$ cat src/rtl/coin_draw_ctrl.sv
// coin_draw_ctrl: coin slot table, spin-animation counter and a 3-stage
// sprite-ROM / palette lookup pipeline on the VGA pixel stream.
module coin_draw_ctrl #(
  parameter int unsigned NUM_COINS  = 8,
  parameter int unsigned SPR_W      = 16,
  parameter int unsigned SPR_H      = 16,
  parameter int unsigned NUM_FRAMES = 8,
  parameter int unsigned FRAME_DIV  = 6,
  parameter int unsigned TRANSP_IDX = 0,
  parameter int unsigned ROM_AW     = 11
) (
  input  logic              Clk,
  input  logic              Reset_n,
  input  logic              pixel_en,
  input  logic [9:0]        DrawX,
  input  logic [9:0]        DrawY,
  input  logic              frame_start,
  input  logic              spawn_valid,
  output logic              spawn_ready,
  input  logic [9:0]        spawn_x,
  input  logic [9:0]        spawn_y,
  input  logic              collect_valid,
  input  logic [3:0]        collect_slot,
  output logic [4:0]        coins_active,
  output logic [ROM_AW-1:0] rom_addr,
  input  logic [7:0]        rom_data,
  output logic [7:0]        pal_index,
  output logic              coin_hit,
  output logic              pix_valid
);

  localparam int unsigned XW = (SPR_W > 1) ? $clog2(SPR_W) : 1;
  localparam int unsigned YW = (SPR_H > 1) ? $clog2(SPR_H) : 1;
  localparam int unsigned FW = (NUM_FRAMES > 1) ? $clog2(NUM_FRAMES) : 1;
  localparam int unsigned DW = (FRAME_DIV > 1) ? $clog2(FRAME_DIV) : 1;

  logic [NUM_COINS-1:0] r_valid;
  logic [9:0]           r_x [NUM_COINS];
  logic [9:0]           r_y [NUM_COINS];
  logic [FW-1:0]        r_frame;
  logic [DW-1:0]        r_div;
  logic                 r_s1_valid;
  logic                 r_s1_hit;
  logic                 r_s2_valid;
  logic                 r_s2_hit;

  logic [NUM_COINS-1:0] w_spawn_oh;
  logic [NUM_COINS-1:0] w_clr_oh;
  logic                 w_found;
  logic                 w_spawn_acc;
  logic                 w_hit;
  logic [XW-1:0]        w_dx;
  logic [YW-1:0]        w_dy;

  assign spawn_ready  = ~(&r_valid);
  assign w_spawn_acc  = spawn_valid & spawn_ready;

  // Lowest free slot (pre-collect map) and the effective collect mask.
  always_comb begin
    w_spawn_oh = '0;
    w_clr_oh   = '0;
    w_found    = 1'b0;
    for (int i = 0; i < int'(NUM_COINS); i++) begin
      if (!r_valid[i] && !w_found) begin
        w_spawn_oh[i] = 1'b1;
        w_found       = 1'b1;
      end
      w_clr_oh[i] = collect_valid && (collect_slot == 4'(i)) && r_valid[i];
    end
  end

  // Slot table and registered occupancy count.
  always_ff @(posedge Clk or negedge Reset_n) begin
    if (!Reset_n) begin
      r_valid      <= '0;
      coins_active <= '0;
      for (int i = 0; i < int'(NUM_COINS); i++) begin
        r_x[i] <= '0;
        r_y[i] <= '0;
      end
    end else begin
      for (int i = 0; i < int'(NUM_COINS); i++) begin
        if (w_clr_oh[i]) r_valid[i] <= 1'b0;
        if (w_spawn_acc && w_spawn_oh[i]) begin
          r_valid[i] <= 1'b1;
          r_x[i]     <= spawn_x;
          r_y[i]     <= spawn_y;
        end
      end
      coins_active <= coins_active + 5'(w_spawn_acc) - 5'(|w_clr_oh);
    end
  end

  // Spin animation: advance one frame every FRAME_DIV frame_start pulses.
  always_ff @(posedge Clk or negedge Reset_n) begin
    if (!Reset_n) begin
      r_div   <= '0;
      r_frame <= '0;
    end else if (frame_start) begin
      if (r_div == DW'(FRAME_DIV - 1)) begin
        r_div   <= '0;
        r_frame <= r_frame + FW'(1);
      end else begin
        r_div <= r_div + DW'(1);
      end
    end
  end

  // Hit test; 11-bit compares keep cx+SPR_W from wrapping. Lowest index wins.
  always_comb begin
    w_hit = 1'b0;
    w_dx  = '0;
    w_dy  = '0;
    for (int i = int'(NUM_COINS) - 1; i >= 0; i--) begin
      if (r_valid[i] &&
          ({1'b0, DrawX} >= {1'b0, r_x[i]}) &&
          ({1'b0, DrawX} <  ({1'b0, r_x[i]} + 11'(SPR_W))) &&
          ({1'b0, DrawY} >= {1'b0, r_y[i]}) &&
          ({1'b0, DrawY} <  ({1'b0, r_y[i]} + 11'(SPR_H)))) begin
        w_hit = 1'b1;
        w_dx  = DrawX[XW-1:0] - r_x[i][XW-1:0];
        w_dy  = DrawY[YW-1:0] - r_y[i][YW-1:0];
      end
    end
  end

  // Three-stage pixel pipeline: address, ROM access, palette output.
  always_ff @(posedge Clk or negedge Reset_n) begin
    if (!Reset_n) begin
      r_s1_valid <= 1'b0;
      r_s1_hit   <= 1'b0;
      r_s2_valid <= 1'b0;
      r_s2_hit   <= 1'b0;
      rom_addr   <= '0;
      pal_index  <= '0;
      coin_hit   <= 1'b0;
      pix_valid  <= 1'b0;
    end else begin
      r_s1_valid <= pixel_en;
      r_s1_hit   <= pixel_en & w_hit;
      if (pixel_en && w_hit) rom_addr <= ROM_AW'({r_frame, w_dy, w_dx});
      r_s2_valid <= r_s1_valid;
      r_s2_hit   <= r_s1_hit;
      pix_valid  <= r_s2_valid;
      if (r_s2_valid) begin
        pal_index <= r_s2_hit ? rom_data : 8'(TRANSP_IDX);
        coin_hit  <= r_s2_hit && (rom_data != 8'(TRANSP_IDX));
      end
    end
  end

endmodule

$ cat config.mk
export PLATFORM = sky130hd
export DESIGN_NAME = coin_draw_ctrl
export DESIGN_NICKNAME = d
export VERILOG_FILES = /design/src/rtl/coin_draw_ctrl.sv
export SDC_FILE = /design/constraint.sdc
export NUM_CORES = 1
export LEC_CHECK = 0
export ABC_AREA = 1
export ABC_CLOCK_PERIOD_IN_PS = 4100
export BUFFER_PORTS_ARGS = -buffer_cell sky130_fd_sc_hd__buf_2
export CORE_MARGIN = 10
export CORE_UTILIZATION = 53
export CTS_CLUSTER_DIAMETER = 200
export DETAILED_ROUTE_END_ITERATION = 12
export PLACE_DENSITY = 0.7
export SLEW_MARGIN = 25
export SYNTH_ARGS = -nofsm -noshare
export SYNTH_HDL_FRONTEND = slang
export SYNTH_SLANG_ARGS = --single-unit
$ cat constraint.sdc
create_clock -name Clk -period 4.1 [get_ports Clk]
set_input_delay 0.205 -clock Clk [delete_from_list [all_inputs] [get_ports Clk]]
set_output_delay 0.205 -clock Clk [all_outputs]
set_load 0.01 [all_outputs]
# After elaboration in Yosys (flattened, before gate mapping)
# Cells that the tools add are included.
# totals
out_inout_bits,27
elab_cells,261
regBits,204
# classes
n_mux,56
n_eq_ne,8
reduce_logical,91
n_addsub,36
n_bitwise,3
order_cmp,32
# ops
op,count
adder 10 x 5 -> 11 bit (second input constant),16
< comparator 10 x 11 -> 1 bit,16
>= comparator 10 bit,16
logical AND 1 bit,65
two-way mux 4 bit,16
subtractor 4 bit,16
two-way mux 1 bit,38
equality test 4 x 3 -> 1 bit (second input constant),4
nonzero test 2 bit,8
zero test 1 bit,13
equality test 4 x 2 -> 1 bit (second input constant),2
two-way mux 8 bit,1
AND reduction 8 bit,1
nonzero test 8 bit,1
OR reduction 8 bit,1
adder 3 x 1 -> 3 bit (second input constant),2
adder 5 x 1 -> 5 bit,1
subtractor 5 x 1 -> 5 bit,1
equality test 4 x 1 -> 1 bit (second input constant),1
zero test 4 bit,1
equality test 3 bit (second input constant),1
two-way mux 3 bit,1
AND 1 bit,2
AND reduction 2 bit,1
inverter 1 bit,1

# Depth between registers and ports, before layout
# Gate-level depths: netlist (run 1).
# logic_depth
word_depth,23
mapped_depth,23
mapped_depth_nobuf,23

# Worst setup path after synthesis (run 1)
# OpenSTA, ideal clock, no wires.
# synth_timing
path_type,register to register
from,register r_y[14] (netlist name)
to,register rom_addr[1]
t_arrival_ns,2.425
synth_period_minus_slack_ns,2.542
setup_time_ns,0.117
t_required_ns,3.983
slack_ns,1.558
n_path_buf,1
path_stages_with_launch,24
path_cell_list,dfrtp_1 ha_1 nand2_1 o21ai_0 nand2_1 ha_1 a21o_1 nand3_1 nand2_1 clkinv_1 nand2_1 nor2_2 nand3_1 buf_2 nand3_1 nand3_1 nand3_1 nand2_1 nand2_1 nand2_1 nand2_1 nand2_1 nand2_1 nand2_1
# synth_between
elab_chain_len,11
# synth_lines
element,line_no,source
"start, declared",39,logic [9:0] r_y [NUM_COINS];
"start signal, assigned by index",87,r_y[i] <= spawn_y;
adder 10 x 5 -> 11 bit / >= comparator 10 bit (equally long branches),"119, 118",
< comparator 10 x 11 -> 1 bit / logical AND 1 bit (equally long branches),"119, 117",
logical AND 1 bit (*),118,"({1'b0, DrawY} >= {1'b0, r_y[i]}) &&"
two-way mux 1 bit (7 in series),115,if (r_valid[i] &&
logical AND 1 bit,141,"if (pixel_en && w_hit) rom_addr <= ROM_AW'({r_frame, w_dy, w_dx});"
"end signal, assigned",141,
"end, declared",25,"output logic [ROM_AW-1:0] rom_addr,"
# Mark *: on every way between the ends. The rest lies on a longest branch, timed or not.
# A chain may end at the register's enable or synchronous reset.

# Worst setup path after layout (run 1)
# layout_timing
from,register r_x[26] (netlist name)
to,register rom_addr[6]
# layout_between
elab_chain_len,12
# layout_lines
element,line_no,source
"start, declared",38,logic [9:0] r_x [NUM_COINS];
"start signal, assigned by index",86,r_x[i] <= spawn_x;
adder 10 x 5 -> 11 bit / >= comparator 10 bit (equally long branches),"117, 116",
< comparator 10 x 11 -> 1 bit / logical AND 1 bit (equally long branches),"117, 115",
logical AND 1 bit (*),116,"({1'b0, DrawX} >= {1'b0, r_x[i]}) &&"
logical AND 1 bit (*),117,"({1'b0, DrawX} < ({1'b0, r_x[i]} + 11'(SPR_W))) &&"
logical AND 1 bit (*),118,
two-way mux 1 bit (6 in series),115,
logical AND 1 bit,141,
# Marks and branches as above.

==> results of run 1 <==
-- sequential cells by signal (all words and copies together) (netlist names) --
signal        flops
r_div             3
r_s1_valid        1
coins_active      5
r_x              80
rom_addr         11
r_valid           8
r_s2_valid        1
coin_hit          1
r_s2_hit          1
r_y              80
r_frame           3
r_s1_hit          1
pix_valid         1
pal_index         8
-- repair_timing --
action / in CTS / in global routing
hold buffers: 12 / 0
buffers inserted: 0 / 0
endpoints found under the hold margin: 135 / 0
-- metal layers --
| metal | vias up | track usage, % |
|---|---|---|
| met5 | - | 0 |
| met4 | 0 | 5.61 |
| met3 | 55 | 2.69 |
| met2 | 325 | 39.8 |
| met1 | 7082 | 31.4 |
| li1 | 7619 | - |
-- final timing paths --
| path | from | endpoint |
|---|---|---|
| max in group asynchronous | Reset_n | r_x[59] |
| max | r_x[26] | rom_addr[6] |
| max reg2reg | r_x[26] | rom_addr[6] |
| min | spawn_valid | r_valid[7] |
| min reg2reg | r_s1_valid | r_s2_valid |
| min in group asynchronous | Reset_n | r_x[8] |
-- layout make-up --
| class | instances | area, um^2 | area share [%] |
|---|---|---|---|
| Tap cell | 402 | 503 | 2.66 |
| Sequential cell | 204 | 5100 | 27.0 |
| Multi-Input combinational cell | 1667 | 10500 | 55.3 |
| Clock buffer | 33 | 738 | 3.90 |
| Timing Repair Buffer | 107 | 666 | 3.52 |
| Inverter | 350 | 1310 | 6.95 |
| Clock inverter | 14 | 129 | 0.681 |
-- critical path: stages (launching register included) --
cell	delay (ps)
sky130_fd_sc_hd__dfrtp_1	450
sky130_fd_sc_hd__nand3_1	150
sky130_fd_sc_hd__nor3_1	190
sky130_fd_sc_hd__xor2_1	190
sky130_fd_sc_hd__ha_1	250
sky130_fd_sc_hd__inv_1	50
sky130_fd_sc_hd__nor2_1	60
sky130_fd_sc_hd__o21ai_1	70
sky130_fd_sc_hd__nand3_1	90
sky130_fd_sc_hd__nor2_1	310
sky130_fd_sc_hd__nand3_1	430
sky130_fd_sc_hd__nand2_1	190
sky130_fd_sc_hd__inv_1	60
sky130_fd_sc_hd__nand4_1	100
sky130_fd_sc_hd__nand2_2	260
sky130_fd_sc_hd__a21oi_1	200
sky130_fd_sc_hd__nand2_1	80
sky130_fd_sc_hd__nand2_1	60
-- layout by cell type (no fill, tap or decap), types with 4 or more instances in the layout --
cell type / count
sky130_fd_sc_hd__nand2_1: 518
sky130_fd_sc_hd__inv_1: 347
sky130_fd_sc_hd__ha_1: 278
sky130_fd_sc_hd__o21ai_0: 240
sky130_fd_sc_hd__dfrtp_1: 204
sky130_fd_sc_hd__nor2_1: 147
sky130_fd_sc_hd__a21oi_1: 112
sky130_fd_sc_hd__nand3_1: 87
sky130_fd_sc_hd__buf_2: 83
sky130_fd_sc_hd__xor2_1: 62
sky130_fd_sc_hd__nor3_1: 41
sky130_fd_sc_hd__nand4_1: 39
sky130_fd_sc_hd__xnor2_1: 31
sky130_fd_sc_hd__clkbuf_16: 27
sky130_fd_sc_hd__fa_1: 17
sky130_fd_sc_hd__o21ai_1: 15
sky130_fd_sc_hd__dlygate4sd3_1: 12
sky130_fd_sc_hd__nor4_1: 11
sky130_fd_sc_hd__a211oi_1: 11
sky130_fd_sc_hd__clkinv_2: 9
sky130_fd_sc_hd__buf_4: 9
sky130_fd_sc_hd__o21a_1: 8
sky130_fd_sc_hd__nand3b_1: 7
sky130_fd_sc_hd__o2111ai_1: 7
sky130_fd_sc_hd__a21o_1: 6
sky130_fd_sc_hd__or2_0: 4
sky130_fd_sc_hd__clkbuf_8: 4
-- report_power, final --
group	internal (W)	total, W	switching (W)
sequential	0.00289	0.00371	0.000818
clock	0.00139	0.00233	0.000937
combinational	0.00280	0.00712	0.00432
-- through the flow --
stage	hold slack (ps)	total power, W
2_1_floorplan	-90.6	0.00882
3_3_place_gp	335	0.0105
3_5_place_dp	335	0.0107
4_1_cts	39.7	0.0132
5_1_grt	68.5	0.0146
6_report	66.4	0.0132
-- kinds of logic after synthesis --
kind of cell / count (synthesis)
compound gates: 412
xor+xnor: 93
fa+ha+maj: 295
buf+inv: 391
flops: 204
simple gates: 867
==> Implementation_results.wiki, run 1 <==
{| class="wikitable"
! Metric !! Value
|-
| Number of hold violations in the final report || 0
|-
| Wire length of the first global-routing pass || 75300 um
|-
| Layout filler cell count || 2895
|-
| Largest family of logic cells by synthesized area || adder cells
|-
| Number of sinks driven by the clock tree || 204
|-
| Routed vias/inst || 5.43
|-
| Share of the core filled with cells in the final layout || 59.8%
|-
| Worst skew pair latency || 540 ps
|-
| DRC violation count after routing || 0
|-
| Number of search-and-repair iterations in the first detailed-routing pass || 5
|-
| Endpoints failing setup || 0
|-
| Synthesized netlist net count || 2615
|-
| Aggregate routed wire length || 46400 um
|-
| Number of buffers on the longest clock path || 3
|-
| IR Drop Worst-Case VDD || 355 uV
|-
| Area share of xor/xnor cells in the synthesized design || 4.78%
|-
| Arithmetic-cell share of the synthesized area counting full adders, half adders and majority gates || 22.4%
|-
| Reg2Reg Depth || 17
|-
| Wire length on met2 || 21600 um
|-
| Reg clk slew, reported paths || 60 ps
|-
| Root buffer selected by CTS || sky130_fd_sc_hd__clkbuf_16
|-
| Dominant synthesized flop cell || sky130_fd_sc_hd__dfrtp_1
|-
| Layout Area Growth over Synthesis || 11.0%
|-
| Setup TNS || 0 ps
|-
| Transition time of the tightest slew-check pin || 782 ps
|-
| Peak clock frequency supported by timing || 306 MHz
|-
| Top cells by count, synth || 519 x sky130_fd_sc_hd__nand2_1, 347 x sky130_fd_sc_hd__inv_1, 278 x sky130_fd_sc_hd__ha_1, 240 x sky130_fd_sc_hd__o21ai_0, 204 x sky130_fd_sc_hd__dfrtp_1
|-
| Highest metal layer used by the detailed router || met4
|-
| Placed Instance Area || 0.0179 mm^2
|-
| Leading cell type by number of instances after synthesis || sky130_fd_sc_hd__nand2_1
|-
| Number of non-filler instances in the completed layout || 2777
|-
| Antenna-violating nets left || 0
|-
| Cell accounting for the most synthesized area || sky130_fd_sc_hd__dfrtp_1
|-
| Fin worst setup slack || 831 ps
|-
| Post-layout min period || 3270 ps
|-
| Outcome || complete, no violations
|-
| R2r setup slk || 830 ps
|-
| Die area || 0.0397 mm^2
|-
| Total length of routed met3 wires || 2330 um
|-
| Design Area, Final || 0.0189 mm^2
|-
| Count of antenna diodes in the layout || 0
|-
| Cell count of the worst hold path || 3
|-
| Maximum number of pins on one net before global-route repair || 127
|-
| Total leakage power || 9.78 nW
|-
| Post-synthesis compound-gate area fraction || 12.8%
|-
| Sequential share of the synthesized area || 29.9%
|-
| Post-synthesis average cell area || 7.54 um^2
|-
| Fin crit share || 79.7%
|-
| Data arrival time of the worst path || 3750 ps
|-
| Remaining global-route overflow || 0
|-
| Async set-reset flop share out of synthesis || 100%
|-
| Clk_skew || 9.20 ps
|-
| Final #Nets || 2709
|-
| Initial DRC Count || 1070
|-
| Initial core utilization || 53.9%
|-
| Launching element type of the critical path || flop
|-
| Synthesized-area fraction occupied by and/or/nand/nor cells || 21.4%
|-
| Placement-stage worst setup slack || 836 ps
|-
| Std cell rows || 65
|-
| Critical path type || reg2reg
|-
| M1 WL || 21500 um
|-
| Number of enable flip-flop cells after synthesis || 0
|-
| Critical path required time || 4580 ps
|-
| Pins Over Slew Limit || 0
|-
| Worst-path maximum fanout || 22
|-
| Total number of vias || 15100
|-
| Worst hold path type || in2reg
|-
| Relative slew slack || 47.7%
|-
| P per Cell Area || 695 mW/mm^2
|-
| Number of global-route vias before repair || 14800
|-
| Post-CTS sizing || 0
|-
| Initial antenna violation count || 0
|-
| Number of maximum-capacitance violations || 0
|-
| Buffers on Ports || 84
|-
| DIE WIDTH || 199 um
|-
| Count of placed standard cells including taps || 2717
|-
| Synth top area share || 29.9%
|-
| Proportion of synthesized area in mux cells || 0%
|-
| Distinct cell type count of the synthesized netlist || 42
|-
| Mapped Cells || 2262
|-
| Post-synthesis instance area || 0.0170 mm^2
|-
| TritonCTS clock tree || yes
|-
| Die span in y || 199 um
|-
| Leading post-synthesis cells by cell area || sky130_fd_sc_hd__dfrtp_1 30%, sky130_fd_sc_hd__ha_1 20%, sky130_fd_sc_hd__nand2_1 11%
|-
| Crit path capture type || flop
|-
| Number of warning messages in the yosys log || 0
|-
| Number of top-level design ports || 85
|-
| Sum of net half-perimeters after detailed placement || 34800 um
|-
| Htree depth || 1
|-
| Area of the core region || 0.0316 mm^2
|-
| Fraction of final layout cells with drive strength greater than 1 || 6.48%
|-
| Total clock buffers created by CTS || 26
|-
| Final Wtd Congestion || 0.927
|-
| Wire length per cell after detailed routing || 16.7 um
|-
| Global-route usage over all layers || 23.5%
|-
| Setup repair after global routing missed its margin || false
|-
| Seq cells post-synth || 204
|}
No activity file was read; power rests on OpenSTA's default activity.
==> inputs of run 2 (changes only) <==
--- a/config.mk
+++ b/config.mk
@@ -6,7 +6,7 @@
 export NUM_CORES = 1
 export LEC_CHECK = 0
 export ABC_AREA = 1
-export ABC_CLOCK_PERIOD_IN_PS = 4100
+export ABC_CLOCK_PERIOD_IN_PS = 3400
 export BUFFER_PORTS_ARGS = -buffer_cell sky130_fd_sc_hd__buf_2
 export CORE_MARGIN = 10
 export CORE_UTILIZATION = 53
==> constraint.sdc (replaced) <==
create_clock -name Clk -period 3.4 [get_ports Clk]
set_input_delay 0.17 -clock Clk [delete_from_list [all_inputs] [get_ports Clk]]
set_output_delay 0.17 -clock Clk [all_outputs]
set_load 0.01 [all_outputs]
==> Implementation_results.wiki, run 2 (synthesis gave the netlist of run 1 again) <==
{| class="wikitable"
! Metric !! Value
|-
| Outcome || complete, no violations
|-
| Die area || 0.0397 mm^2 (unchanged)
|-
| DIE WIDTH || 199 um (unchanged)
|-
| Number of buffers on the longest clock path || 3 (unchanged)
|-
| Post-layout min period || 3130 ps (-138 ps)
|-
| Critical path required time || 3850 ps (-730 ps)
|-
| Number of hold violations in the final report || 0 (unchanged)
|-
| Layout filler cell count || 2908 (+0.45%)
|-
| Global-route usage over all layers || 24.4% (+0.89 points)
|-
| Final #Nets || 2720 (+0.41%)
|-
| Initial core utilization || 53.9% (unchanged)
|-
| Total leakage power || 9.84 nW (+0.67%)
|-
| Largest registers in the final layout || r_x: 80 flops, r_y: 80 flops, rom_addr: 11 flops
|-
| Initial antenna violation count || 0 (unchanged)
|-
| Hold WS || 18.7 ps (-47.8 ps)
|-
| Number of search-and-repair iterations in the first detailed-routing pass || 5 (unchanged)
|-
| Area of the core region || 0.0316 mm^2 (unchanged)
|-
| Aggregate routed wire length || 47500 um (+2.4%)
|-
| Total number of vias || 15300 (+1.7%)
|-
| Final Wtd Congestion || 0.890 (-4.0%)
|-
| Fin crit share || 92.1% (+12 points)
|-
| Count of antenna diodes in the layout || 0 (unchanged)
|-
| Total clock buffers created by CTS || 26 (unchanged)
|-
| Fraction of final layout cells with drive strength greater than 1 || 6.75% (+0.27 points)
|-
| Worst hold path type || in2reg
|-
| Routed vias/inst || 5.50 (+1.4%)
|-
| Htree depth || 1 (unchanged)
|-
| Crit path capture type || flop
|-
| Commonest non-fill, non-tap cells in the layout || 519 x sky130_fd_sc_hd__nand2_1, 347 x sky130_fd_sc_hd__inv_1, 278 x sky130_fd_sc_hd__ha_1
|-
| Critical path type || reg2reg
|-
| Worst-path maximum fanout || 14 (-36%)
|-
| Number of global-route vias before repair || 15000 (+1.1%)
|-
| Wire length per cell after detailed routing || 17.1 um (+2.1%)
|-
| Setup repair after global routing missed its margin || false
|-
| Sum of net half-perimeters after detailed placement || 34700 um (-0.21%)
|-
| Peak clock frequency supported by timing || 319 MHz (+4.4%)
|-
| Remaining global-route overflow || 0 (unchanged)
|-
| Worst path slowest cell || sky130_fd_sc_hd__dfrtp_1
|-
| Clk_skew || 23.1 ps (+13.9 ps)
|-
| DRC violation count after routing || 0 (unchanged)
|-
| Worst stage delay on the critical path || 420 ps (-30 ps)
|-
| Antenna-violating nets left || 0 (unchanged)
|-
| Most common library cell in the layout ignoring fill and taps || sky130_fd_sc_hd__nand2_1
|-
| Transition time of the tightest slew-check pin || 892 ps (+109 ps)
|-
| Total area of multi-input combinational cells || 0.0105 mm^2 (about the same)
|-
| Number of maximum-capacitance violations || 0 (unchanged)
|-
| Critical-path cell list || ha_1, xnor2_1, ha_1, a21oi_1, o21ai_0, nand3_1, nand3_1, nor2_1, nand3_1, buf_4, or2_0, nand3_1, nand2_1, nand2_1, nand2_1, nand2_1, nand2_1, nand2_1, nand2_1
|-
| Cell type with the highest occurrence count on the critical path || sky130_fd_sc_hd__nand2_1
|-
| Std cell rows || 65 (unchanged)
|-
| TritonCTS clock tree || yes
|-
| Die span in y || 199 um (unchanged)
|-
| Data arrival time of the worst path || 3580 ps (-170 ps)
|-
| IR Drop Worst-Case VDD || 556 uV (+57%)
|-
| Initial DRC Count || 1192 (+11%)
|-
| P per Cell Area || 844 mW/mm^2 (+21%)
|-
| Maximum number of pins on one net before global-route repair || 109 (-14%)
|-
| Number of sinks driven by the clock tree || 204 (unchanged)
|-
| Worst skew pair latency || 560 ps (+20 ps)
|-
| Reg clk slew, reported paths || 60 ps (about the same)
|-
| Launching element type of the critical path || flop
|-
| Layout Area Growth over Synthesis || 11.7%
|-
| Number of non-filler instances in the completed layout || 2786 (+0.32%)
|-
| Endpoints failing setup || 0 (unchanged)
|-
| Count of placed standard cells including taps || 2729 (+0.44%)
|-
| Number of top-level design ports || 85 (unchanged)
|-
| Buffers on Ports || 84 (unchanged)
|-
| Wire length of the first global-routing pass || 77400 um (+2.8%)
|-
| Setup TNS || 0 ps (unchanged)
|-
| Combined flip-flop and latch cell area || 0.00510 mm^2 (unchanged)
|-
| Relative slew slack || 40.5% (-7.1 points)
|-
| Pins Over Slew Limit || 0 (unchanged)
|-
| Root buffer selected by CTS || sky130_fd_sc_hd__clkbuf_16
|}
[run 2: area by class of cell]
type / count / share of cell area (%)
Multi-Input combinational cell: 1667 / 55.0
Sequential cell: 204 / 26.8
Inverter: 350 / 6.90
Clock buffer: 34 / 3.85
Timing Repair Buffer: 118 / 3.83
Tap cell: 402 / 2.64
Clock inverter: 11 / 0.960
[run 2: where the power goes]
group | total [W] | switching, W | leakage (nW) | internal [W]
Sequential | 0.00449 | 0.00100 | 2.55 | 0.00349
Clock | 0.00300 | 0.00112 | 0.449 | 0.00188
Combinational | 0.00858 | 0.00519 | 6.84 | 0.00339
[run 2: critical path, delay by kind of cell (launching register included)]
kind / cells / cell delay [ps]
and+or+nand+nor: 13 / 1440
xor gates and xnor gates: 1 / 140
buffers and inverters: 1 / 220
AOI/OAI and AO/OA: 2 / 280
DFF: 1 / 420
adders and majority gates: 2 / 540
[run 2: repair_timing]
item / 4_1_cts / 5_1_grt
resized for setup: 0 / 2
buffers inserted: 0 / 0
endpoints found under the hold margin: 117 / 0
hold buffers: 12 / 0
endpoints found under the setup margin: 0 / 2
[run 2: per-layer routing]
metal	routed length (um)	vias to the layer above	track usage (%)	share of wire (%)
met5	0	-	0	0
met4	1490	0	7.82	3.1
met3	2540	92	3.31	5.3
met2	21900	355	40.2	46
met1	21600	7241	32.5	45
li1	-	7647	-	-
[run 2: final timing paths]
path	from	to	slack (ps)	depth (start not counted)
hold reg to reg	r_s1_valid	r_s2_valid	350	0
setup reg to reg	r_x[24]	rom_addr[1]	270	19
hold / removal	spawn_valid	r_valid[6]	20	3
setup / recovery	r_x[24]	rom_addr[1]	270	19
max in group asynchronous	Reset_n	r_y[67]	2220	3
min in group asynchronous	Reset_n	r_x[27]	200	2
[run 2: through the flow]
step	utilization, %	setup WS [ps]	total power, W	instance area [um^2]
after global placement	56.9	447	0.0126	18000
after floorplan	-	858	0.0106	17000
after detailed placement	56.9	326	0.0130	18000
after CTS	60.1	310	0.0161	19000
after global routing	60.2	44.0	0.0178	19000
final	60.2	270	0.0161	19000
